File: src/rtl/icb_sram_slv_if.sv
// ICB command/response bundle between a bus master and the SRAM slave.
// Handshake rule for both channels: a beat transfers on a rising clk edge
// where valid and ready are both 1; the sender holds valid and every payload
// field stable until that edge, and ready may never be a function of the
// payload of the same channel.
interface icb_sram_slv_if;
   logic        icb_cmd_valid;
   logic        icb_cmd_ready;
   logic [31:0] icb_cmd_addr;
   logic        icb_cmd_read;
   logic [31:0] icb_cmd_wdata;
   logic [3:0]  icb_cmd_wmask;
   logic        icb_rsp_valid;
   logic        icb_rsp_ready;
   logic        icb_rsp_err;
   logic [31:0] icb_rsp_rdata;

   modport master (
      output icb_cmd_valid, icb_cmd_addr, icb_cmd_read, icb_cmd_wdata, icb_cmd_wmask,
      output icb_rsp_ready,
      input  icb_cmd_ready, icb_rsp_valid, icb_rsp_err, icb_rsp_rdata
   );

   modport slave (
      input  icb_cmd_valid, icb_cmd_addr, icb_cmd_read, icb_cmd_wdata, icb_cmd_wmask,
      input  icb_rsp_ready,
      output icb_cmd_ready, icb_rsp_valid, icb_rsp_err, icb_rsp_rdata
   );
endinterface

File: src/rtl/icb_sram_slv.sv
// ICB target in front of a single-port synchronous SRAM.
// A command is decoded and strobed to the SRAM in its accept cycle; stage S1
// holds the command class for the following cycle, when SRAM read data is
// available. S1 either feeds the response port directly (bypass) or lands in
// a small in-order response FIFO. Commands are only accepted while the FIFO
// plus S1 can absorb one more response, so responses are never dropped.
// Optional feature macro: ICB_SLV_MISALIGN_ERR_EN -- when defined, commands
// with addr[1:0] != 0 are answered with rsp_err=1 and never reach the SRAM.
module icb_sram_slv #(
   parameter logic [31:0] ADDR_BASE = 32'h2000_0000,
   parameter logic [31:0] ADDR_SIZE = 32'h0001_0000,
   parameter int          AW        = 14,
   parameter int          RSP_DEPTH = 2
) (
   input  logic          clk,
   input  logic          rst_n,
   icb_sram_slv_if.slave icb,
   output logic          sram_cs,
   output logic          sram_we,
   output logic [AW-1:0] sram_addr,
   output logic [31:0]   sram_wdata,
   output logic [3:0]    sram_wem,
   input  logic [31:0]   sram_rdata
);

   localparam int PW = (RSP_DEPTH > 1) ? $clog2(RSP_DEPTH) : 1;
   localparam int CW = $clog2(RSP_DEPTH + 1);

   logic [31:0]   offset;
   logic          hit;
   logic          err_ext;
   logic          accept;
   logic [CW-1:0] occupancy;

   logic          s1_valid;
   logic          s1_read;
   logic          s1_err;
   logic          s1_rsp_err;
   logic [31:0]   s1_rsp_rdata;

   logic [31:0]   fifo_rdata [RSP_DEPTH];
   logic          fifo_err   [RSP_DEPTH];
   logic [PW-1:0] wr_ptr;
   logic [PW-1:0] rd_ptr;
   logic [CW-1:0] fifo_cnt;
   logic          fifo_empty;
   logic          push;
   logic          pop;

   // Address decode: subtracting the base makes addresses below it wrap to a
   // huge offset, so a single unsigned compare covers both window edges.
   assign offset = icb.icb_cmd_addr - ADDR_BASE;
   assign hit    = (offset < ADDR_SIZE);

`ifdef ICB_SLV_MISALIGN_ERR_EN
   assign err_ext = |icb.icb_cmd_addr[1:0];
`else
   assign err_ext = 1'b0;
`endif

   // Credit check ignores a pop in the same cycle; costs a bubble only when full.
   assign occupancy         = fifo_cnt + CW'(s1_valid);
   assign icb.icb_cmd_ready = (occupancy < CW'(RSP_DEPTH));
   assign accept            = icb.icb_cmd_valid & icb.icb_cmd_ready;

   // SRAM strobes exist only in the accept cycle of a decodable command.
   assign sram_cs    = accept & hit & ~err_ext;
   assign sram_we    = sram_cs & ~icb.icb_cmd_read;
   assign sram_addr  = offset[AW+1:2];
   assign sram_wdata = icb.icb_cmd_wdata;
   assign sram_wem   = icb.icb_cmd_wmask;

   // Stage S1: remembers what was accepted last cycle.
   always_ff @(posedge clk or negedge rst_n) begin
      if (!rst_n) begin
         s1_valid <= 1'b0;
         s1_read  <= 1'b0;
         s1_err   <= 1'b0;
      end else begin
         s1_valid <= accept;
         s1_read  <= icb.icb_cmd_read;
         s1_err   <= ~hit | err_ext;
      end
   end

   // S1 response: read data only for good reads, zero for writes and errors.
   assign s1_rsp_err   = s1_valid & s1_err;
   assign s1_rsp_rdata = (s1_valid & s1_read & ~s1_err) ? sram_rdata : 32'h0;

   assign fifo_empty = (fifo_cnt == '0);
   assign pop        = ~fifo_empty & icb.icb_rsp_ready;
   assign push       = s1_valid & ~(fifo_empty & icb.icb_rsp_ready);

   // Response FIFO storage, circular pointers and occupancy.
   always_ff @(posedge clk or negedge rst_n) begin
      if (!rst_n) begin
         for (int i = 0; i < RSP_DEPTH; i++) begin
            fifo_rdata[i] <= 32'h0;
            fifo_err[i]   <= 1'b0;
         end
         wr_ptr   <= '0;
         rd_ptr   <= '0;
         fifo_cnt <= '0;
      end else begin
         if (push) begin
            fifo_rdata[wr_ptr] <= s1_rsp_rdata;
            fifo_err[wr_ptr]   <= s1_rsp_err;
            if (wr_ptr == PW'(RSP_DEPTH - 1)) wr_ptr <= '0;
            else                              wr_ptr <= wr_ptr + 1'b1;
         end
         if (pop) begin
            if (rd_ptr == PW'(RSP_DEPTH - 1)) rd_ptr <= '0;
            else                              rd_ptr <= rd_ptr + 1'b1;
         end
         case ({push, pop})
            2'b10:   fifo_cnt <= fifo_cnt + 1'b1;
            2'b01:   fifo_cnt <= fifo_cnt - 1'b1;
            default: fifo_cnt <= fifo_cnt;
         endcase
      end
   end

   // Response mux: the FIFO head is always older than S1, so it goes first.
   always_comb begin
      icb.icb_rsp_valid = ~fifo_empty | s1_valid;
      icb.icb_rsp_err   = s1_rsp_err;
      icb.icb_rsp_rdata = s1_rsp_rdata;
      if (!fifo_empty) begin
         icb.icb_rsp_err   = fifo_err[rd_ptr];
         icb.icb_rsp_rdata = fifo_rdata[rd_ptr];
      end
   end

endmodule

File: src/flat_wrapper.sv
// flat-port wrapper written by rule: the top's interface ports become plain ports
module icb_sram_slv_flat 
#(
   parameter logic [31:0] ADDR_BASE = 32'h2000_0000,
   parameter logic [31:0] ADDR_SIZE = 32'h0001_0000,
   parameter int          AW        = 14,
   parameter int          RSP_DEPTH = 2
)
  (clk, rst_n, sram_cs, sram_we, sram_addr, sram_wdata, sram_wem, sram_rdata, icb_icb_cmd_valid, icb_icb_cmd_addr, icb_icb_cmd_read, icb_icb_cmd_wdata, icb_icb_cmd_wmask, icb_icb_rsp_ready, icb_icb_cmd_ready, icb_icb_rsp_valid, icb_icb_rsp_err, icb_icb_rsp_rdata);
  icb_sram_slv_if icb_i ();
  input  logic clk;
  input  logic rst_n;
  output logic sram_cs;
  output logic sram_we;
  output logic [AW-1:0] sram_addr;
  output logic [31:0] sram_wdata;
  output logic [3:0] sram_wem;
  input  logic [31:0] sram_rdata;
  input wire logic [$bits(icb_i.icb_cmd_valid)-1:0] icb_icb_cmd_valid;
  input wire logic [$bits(icb_i.icb_cmd_addr)-1:0] icb_icb_cmd_addr;
  input wire logic [$bits(icb_i.icb_cmd_read)-1:0] icb_icb_cmd_read;
  input wire logic [$bits(icb_i.icb_cmd_wdata)-1:0] icb_icb_cmd_wdata;
  input wire logic [$bits(icb_i.icb_cmd_wmask)-1:0] icb_icb_cmd_wmask;
  input wire logic [$bits(icb_i.icb_rsp_ready)-1:0] icb_icb_rsp_ready;
  output wire logic [$bits(icb_i.icb_cmd_ready)-1:0] icb_icb_cmd_ready;
  output wire logic [$bits(icb_i.icb_rsp_valid)-1:0] icb_icb_rsp_valid;
  output wire logic [$bits(icb_i.icb_rsp_err)-1:0] icb_icb_rsp_err;
  output wire logic [$bits(icb_i.icb_rsp_rdata)-1:0] icb_icb_rsp_rdata;
  assign icb_i.icb_cmd_valid = icb_icb_cmd_valid;
  assign icb_i.icb_cmd_addr = icb_icb_cmd_addr;
  assign icb_i.icb_cmd_read = icb_icb_cmd_read;
  assign icb_i.icb_cmd_wdata = icb_icb_cmd_wdata;
  assign icb_i.icb_cmd_wmask = icb_icb_cmd_wmask;
  assign icb_i.icb_rsp_ready = icb_icb_rsp_ready;
  assign icb_icb_cmd_ready = icb_i.icb_cmd_ready;
  assign icb_icb_rsp_valid = icb_i.icb_rsp_valid;
  assign icb_icb_rsp_err = icb_i.icb_rsp_err;
  assign icb_icb_rsp_rdata = icb_i.icb_rsp_rdata;
  icb_sram_slv #(.ADDR_BASE(ADDR_BASE), .ADDR_SIZE(ADDR_SIZE), .AW(AW), .RSP_DEPTH(RSP_DEPTH)) u_core (.clk(clk), .rst_n(rst_n), .icb(icb_i), .sram_cs(sram_cs), .sram_we(sram_we), .sram_addr(sram_addr), .sram_wdata(sram_wdata), .sram_wem(sram_wem), .sram_rdata(sram_rdata));
endmodule
File: config.mk
export PLATFORM = sky130hd
export DESIGN_NAME = icb_sram_slv_flat
export DESIGN_NICKNAME = d
export VERILOG_FILES = /design/src/rtl/icb_sram_slv_if.sv /design/src/rtl/icb_sram_slv.sv /design/src/flat_wrapper.sv
export SDC_FILE = /design/constraint.sdc
export NUM_CORES = 1
export LEC_CHECK = 0
export BUFFER_PORTS_ARGS = -buffer_cell sky130_fd_sc_hd__buf_4
export CORE_UTILIZATION = 51
export DETAILED_ROUTE_END_ITERATION = 8
export PLACE_DENSITY = 0.86
export SETUP_SLACK_MARGIN = 0.02
export SYNTH_ARGS = -nofsm -noshare
export SYNTH_HDL_FRONTEND = slang
export SYNTH_SLANG_ARGS = --single-unit
File: constraint.sdc
create_clock -name clk -period 2.3 [get_ports clk]
set_input_delay 0.345 -clock clk [delete_from_list [all_inputs] [get_ports clk]]
set_output_delay 0.345 -clock clk [all_outputs]
set_load 0.005 [all_outputs]
=== Yosys cells after proc, flatten, opt, wreduce, memory -nomap -nowiden ===
Cells that the tools add are included.

* Add/subtract/negate cells: 6
* Bitwise logic cells: 17
* Reduce and logical (&&, ||, !) cells: 3
* $lt $le $gt $ge: 5
* Eq/ne operators: 2
* Mux-type cells: 18

{| class="wikitable"
|+ Operators by type and width
! cell !! count
|-
| $mux 32 || 6
|-
| $bwmux 64 || 1
|-
| $demux 32 s1 || 1
|-
| $lt 32x17->1 const B || 1
|-
| $sub 32x30->32 const B || 1
|-
| $and 1x1->1 || 9
|-
| $mux 1 || 7
|-
| $not 1->1 || 5
|-
| $ge 2x2->1 const B || 2
|-
| $not 1->2 || 2
|-
| $pmux 2 s2 || 1
|-
| $add 1x1->1 const B || 2
|-
| $add 2x1->2 || 1
|-
| $add 2x1->2 const B || 1
|-
| $bwmux 2 || 1
|-
| $eq 2x1->1 const B || 1
|-
| $eq 2x2->1 const B || 1
|-
| $logic_not 2->1 || 1
|-
| $lt 2x1->1 const B || 1
|-
| $lt 2x2->1 const B || 1
|-
| $reduce_bool 2->1 || 1
|-
| $sub 2x1->2 const B || 1
|-
| $demux 1 s1 || 1
|-
| $logic_and 1x1->1 || 1
|-
| $or 1x1->1 || 1
|}

* Input bits: 105
* Flip-flop bits (word level): 73
* Output and inout port bits: 87

=== Longest topological paths before layout ===
* Word-level depth: 6
* Mapped depth: 7
* Depth with buffers taken out: 6

=== Worst setup path before layout ===
OpenSTA, ideal clock, no wires.

* Kind: input-to-output
* Start: input port icb_icb_cmd_addr[28]
* End: output port sram_cs
* Stages: 3
* Buffers on the path: 0
* Arrival: 1329 ps
* Setup slack: 626 ps
* Required time: 1955 ps
* Cell sequence: or4_4 -> nor4b_4 -> and4_1

* Longest elaborated chain between the ends: 3

{| class="wikitable"
|+ Ends and longest elaborated chain
! item !! RTL line !! text
|-
| start: declaration || flat_wrapper.sv:20 || <nowiki>input wire logic [$bits(icb_i.icb_cmd_addr)-1:0] icb_icb_cmd_addr;</nowiki>
|-
| $sub 32x30->32 || icb_sram_slv.sv:52 || <nowiki>assign offset = icb.icb_cmd_addr - ADDR_BASE;</nowiki>
|-
| $lt 32x17->1 || icb_sram_slv.sv:53 || <nowiki>assign hit = (offset < ADDR_SIZE);</nowiki>
|-
| $and 1x1->1 || icb_sram_slv.sv:67 || <nowiki>assign sram_cs = accept & hit & ~err_ext;</nowiki>
|-
| end: declaration || flat_wrapper.sv:13 || <nowiki>output logic sram_cs;</nowiki>
|}

No other way between the ends.

=== Worst setup path after layout ===
* Start: register u_core.rd_ptr
* End: output port icb_icb_rsp_rdata[28]

* Longest elaborated chain between the ends: 5

{| class="wikitable"
|+ Ends and longest elaborated chain
! item !! RTL line !! text
|-
| start: declaration || icb_sram_slv.sv:44 || <nowiki>logic [PW-1:0] rd_ptr;</nowiki>
|-
| start signal: assignment || icb_sram_slv.sv:113 || <nowiki>else rd_ptr <= rd_ptr + 1'b1;</nowiki>
|-
| $not 1->2 (implied by the code) || icb_sram_slv.sv:130 || <nowiki>icb.icb_rsp_rdata = fifo_rdata[rd_ptr];</nowiki>
|-
| $mux 32 (implied by the code) (3 in series) || icb_sram_slv.sv:130 ||
|-
| $mux 32 || icb_sram_slv.sv:128 || <nowiki>if (!fifo_empty) begin</nowiki>
|-
| end: declaration || flat_wrapper.sv:28 || <nowiki>output wire logic [$bits(icb_i.icb_rsp_rdata)-1:0] icb_icb_rsp_rdata;</nowiki>
|}

No other way between the ends. The select of a mux whose other input is x is not followed.

==> run_results.csv <==
group,metric,value,unit
run_status,result_of_the_run,"complete, no violations",
clock_network,insertion_delay,0.33,ns
placed_design,placement_stage_cell_area,0.00463,sq mm
die,io_pins,192,
setup_path,critical_path.reg2reg.startpoint,"u_core.fifo_cnt[0]",
global_routing,grt_pass1_vias,2810,
finish,final_util,61.0,%
setup_path,number_of_cells_on_the_worst_reg_to_reg_path,6,
synthesis,postSynthCellCount,378,
timing,timing.final.hold_violations,0,
synthesis,synth.avg_cell_area,11.2,sq um
setup_path,cp_num_buf_inv,2,
power_and_ir_drop,vdd.ir_drop.worst,525,uV
finish,finalNetCount,526,
placed_design,dp_slack,0.361,ns
synthesis,synth.cells.most_frequent,"sky130_fd_sc_hd__dfrtp_1 (73), sky130_fd_sc_hd__mux2_2 (66), sky130_fd_sc_hd__buf_4 (51), sky130_fd_sc_hd__and2_1 (33)",
clock_network,clock_sinks,73,
timing,sum_of_negative_setup_slack,0,ns
synthesis,synth_seq_area_share,43.1,%
synthesis,synth_area,0.00424,sq mm
synthesis,yosysWarningCount,0,
run,cap_violations,0,
setup_path,crit_path_start_kind,"register",
global_routing,grt_pass1_wl,13500,microns
setup_path,timing.critical_path.depth,4,
clock_network,postCtsResizedCells,0,
timing,layout_min_cycle_time,2.17,ns
setup_path,critical_path.endpoint_type,"primary output",
die,initial_core_util,53.8,%
timing,slew_violations,0,
global_routing,grt_max_degree,44,
synthesis,postSynthNetCount,485,
synthesis,netlist_top_cells_area,"sky130_fd_sc_hd__dfrtp_1 (43%), sky130_fd_sc_hd__mux2_2 (18%), sky130_fd_sc_hd__buf_4 (9.0%), sky130_fd_sc_hd__mux2i_1 (7.6%), sky130_fd_sc_hd__and2_1 (4.9%)",
routing,initialDrtViolationCount,57,
setup_path,worst_ep_required_time,1.96,ns
synthesis,synth_edf_count,0,
timing,final_worst_setup_slack,0.134,ns
placed_design,place_hpwl,5710,microns
setup_path,criticalPathCategory,"register to primary output",
synthesis,synth_top_cell_area_share,43.1,%
routing,detail_route.wirelength,8050,microns
timing,rsz0062_at_grt,"false",
die,die_area,0.00869,sq mm
clock_network,tritoncts,"built",
setup_path,critical_path_peak_fanout,17,
finish,stdcell_count,523,
timing,finalSetupViolations,0,
routing,dr.pass1.iters,4,
die,die_h,93.2,microns
clock_network,cts_root_buf,"sky130_fd_sc_hd__clkbuf_8",
setup_path,crit_start,"u_core.rd_ptr",
setup_path,register_to_register_setup_slack,0.50,ns
finish,design_area,0.00481,sq mm
die,die_w,93.2,microns
finish,layout.filler_cells,677,
synthesis,ys_ff_latch,73,
global_routing,track_usage,20.0,%
setup_path,critical_path.endpoint,"icb_icb_rsp_rdata[28]",
die,design.core.area,0.00789,sq mm
global_routing,global_route.overflow_total,0,
timing,finalCritPeriodShare,94.2,%
finish,drive_gt1_share,44.7,%
setup_path,crit_chain,"buf_4, mux2i_1, o21ai_0, buf_4",
synthesis,synth_flop_cell,"sky130_fd_sc_hd__dfrtp_1",
synthesis,asyncSetResetFlopFracSynth,100,%
power_and_ir_drop,leakage_power_figure,2.39,nW
placed_design,routabilityCongestion,0.711,
timing,finClkSkew,0.00736,ns
routing,detailroute.via_count,2797,
synthesis,netlist.top_cell.by_area,"sky130_fd_sc_hd__dfrtp_1",
placed_design,io_buffers,89,
routing,final_antenna_net_count,0,
setup_path,worst-endpoint-arrival,1.82,ns
synthesis,yosys.cell_count.top_type,"sky130_fd_sc_hd__dfrtp_1",
power_and_ir_drop,pwr_density_cell,731,mW/mm^2
timing,max_slew_margin,62.9,%
worst_hold_path,holdCritPathClass,"input port to register",
routing,wl_per_cell,15.4,microns
die,placementRows,32,
timing,actual_transition_at_the_worst_max_transition_pin,0.557,ns
setup_path,rr_endpoint,"u_core.fifo_rdata[14]",
timing,clock.fmax,0.462,GHz
setup_path,cpPeakStageDelay,0.73,ns
routing,drt_via_density,5.35,
synthesis,synth.distinct_cells,30,
clock_network,clockBufferDepth,2,
setup_path,crit_slowest_cell,"sky130_fd_sc_hd__dfrtp_2",
global_routing,initial_antenna_violation_count,0,
clock_network,tritoncts.num_buffers,9,
setup_path,critical_path.most_common_cell,"sky130_fd_sc_hd__buf_4",
setup_path,critical_path.top_delay_family,"flip-flops",
clock_network,cts.clk_slew.worst_paths,0.07,ns
clock_network,htree_levels,3,
routing,detail_route.drc_violations,0,
finish,insertedDiodeCount,0,
placed_design,post-place-cells,506,
finish,flow.area_growth_from_synthesis,13.5,%
## worst reg2reg max path: cells and delay by family (launching register included)
family | cells | cell delay, ns
simple gates | 1 | 0.09
flops | 1 | 0.48
compound gates | 1 | 0.15
buf+inv | 3 | 0.58
mux | 1 | 0.38
## report_power, final
part | switching (mW) | internal [mW] | leakage [nW]
sequential | 0.144 | 1.34 | 0.991
clock | 0.416 | 0.402 | 0.0782
combinational | 0.619 | 0.603 | 1.32
## worst min path at each step
stage,start,slack [ns],end,cells past startpoint
2_1_floorplan,rst_n,0.05,u_core.fifo_cnt[0],0
3_3_place_gp,rst_n,0.30,u_core.fifo_rdata[37],1
3_5_place_dp,rst_n,0.30,u_core.fifo_rdata[37],1
4_1_cts,icb_icb_cmd_read,0.11,u_core.s1_read,1
5_1_grt,icb_icb_cmd_read,0.10,u_core.s1_read,1
6_report,icb_icb_cmd_read,0.13,u_core.s1_read,1
## placed cells by master (no fill, tap or decap), types with 2 or more instances in the layout
cell type and n:
sky130_fd_sc_hd__nand3_1 32, sky130_fd_sc_hd__inv_1 2, sky130_fd_sc_hd__clkbuf_1 2, sky130_fd_sc_hd__xor2_1 3, sky130_fd_sc_hd__and2_1 33, sky130_fd_sc_hd__xnor2_1 4, sky130_fd_sc_hd__ha_1 2, sky130_fd_sc_hd__nor2_1 3
sky130_fd_sc_hd__mux2i_1 32, sky130_fd_sc_hd__a21oi_4 2, sky130_fd_sc_hd__buf_12 3, sky130_fd_sc_hd__mux2_2 66, sky130_fd_sc_hd__nor2b_1 3, sky130_fd_sc_hd__o21ai_0 32, sky130_fd_sc_hd__buf_4 100, sky130_fd_sc_hd__clkbuf_8 10
sky130_fd_sc_hd__dfrtp_1 72, sky130_fd_sc_hd__and4_1 3, sky130_fd_sc_hd__nand2_1 4
## repair_timing
item,4_1_cts,5_1_grt
hold buffers,1,0
setup endpoints to repair,0,15
buffers inserted,0,3
endpoints found under the hold margin,30,0
## per-stage QoR
| stage | hold WS (ns) | power (mW) |
|---|---|---|
| floorplan | 0.0494 | 2.39 |
| global placement | 0.296 | 2.68 |
| detailed placement | 0.303 | 2.70 |
| CTS | 0.110 | 3.53 |
| global route | 0.103 | 3.73 |
| finish | 0.127 | 3.52 |
## metal layers
layer	vias to the layer above	routed length, microns	global-route usage [%]
met5	-	0	0
met4	0	183	8.33
met3	24	385	4.96
met2	81	3990	33.4
met1	1358	3490	24.8
li1	1334	-	-
## state kept, by name (all words and copies together), names as in the netlist
register           cells
u_core.fifo_err        2
u_core.s1_err          1
u_core.fifo_rdata     64
u_core.rd_ptr          1
u_core.s1_read         1
u_core.fifo_cnt        2
u_core.s1_valid        1
u_core.wr_ptr          1
## layout make-up
type	instances	area (sq um)	area share, %
Tap cell	102	128	2.65
Inverter	2	7.51	0.156
Clock inverter	1	5.00	0.104
Clock buffer	12	145	3.02
Timing Repair Buffer	104	821	17.1
Multi-Input combinational cell	229	1880	39.0
Sequential cell	73	1830	38.0
## cell families (layout without fill, tap and decap cells)
kind of cell,count (synthesis),count (layout),synth area share (%)
buffers and inverters,76,119,12.7
DFF,73,73,43.1
muxes,98,98,25.1
xor gates and xnor gates,7,7,1.45
AOI/OAI and AO/OA,37,37,5.07
adders and majority gates,2,2,0.590
and+or+nand+nor,85,85,12.1
(Power assumes the default switching activity.)
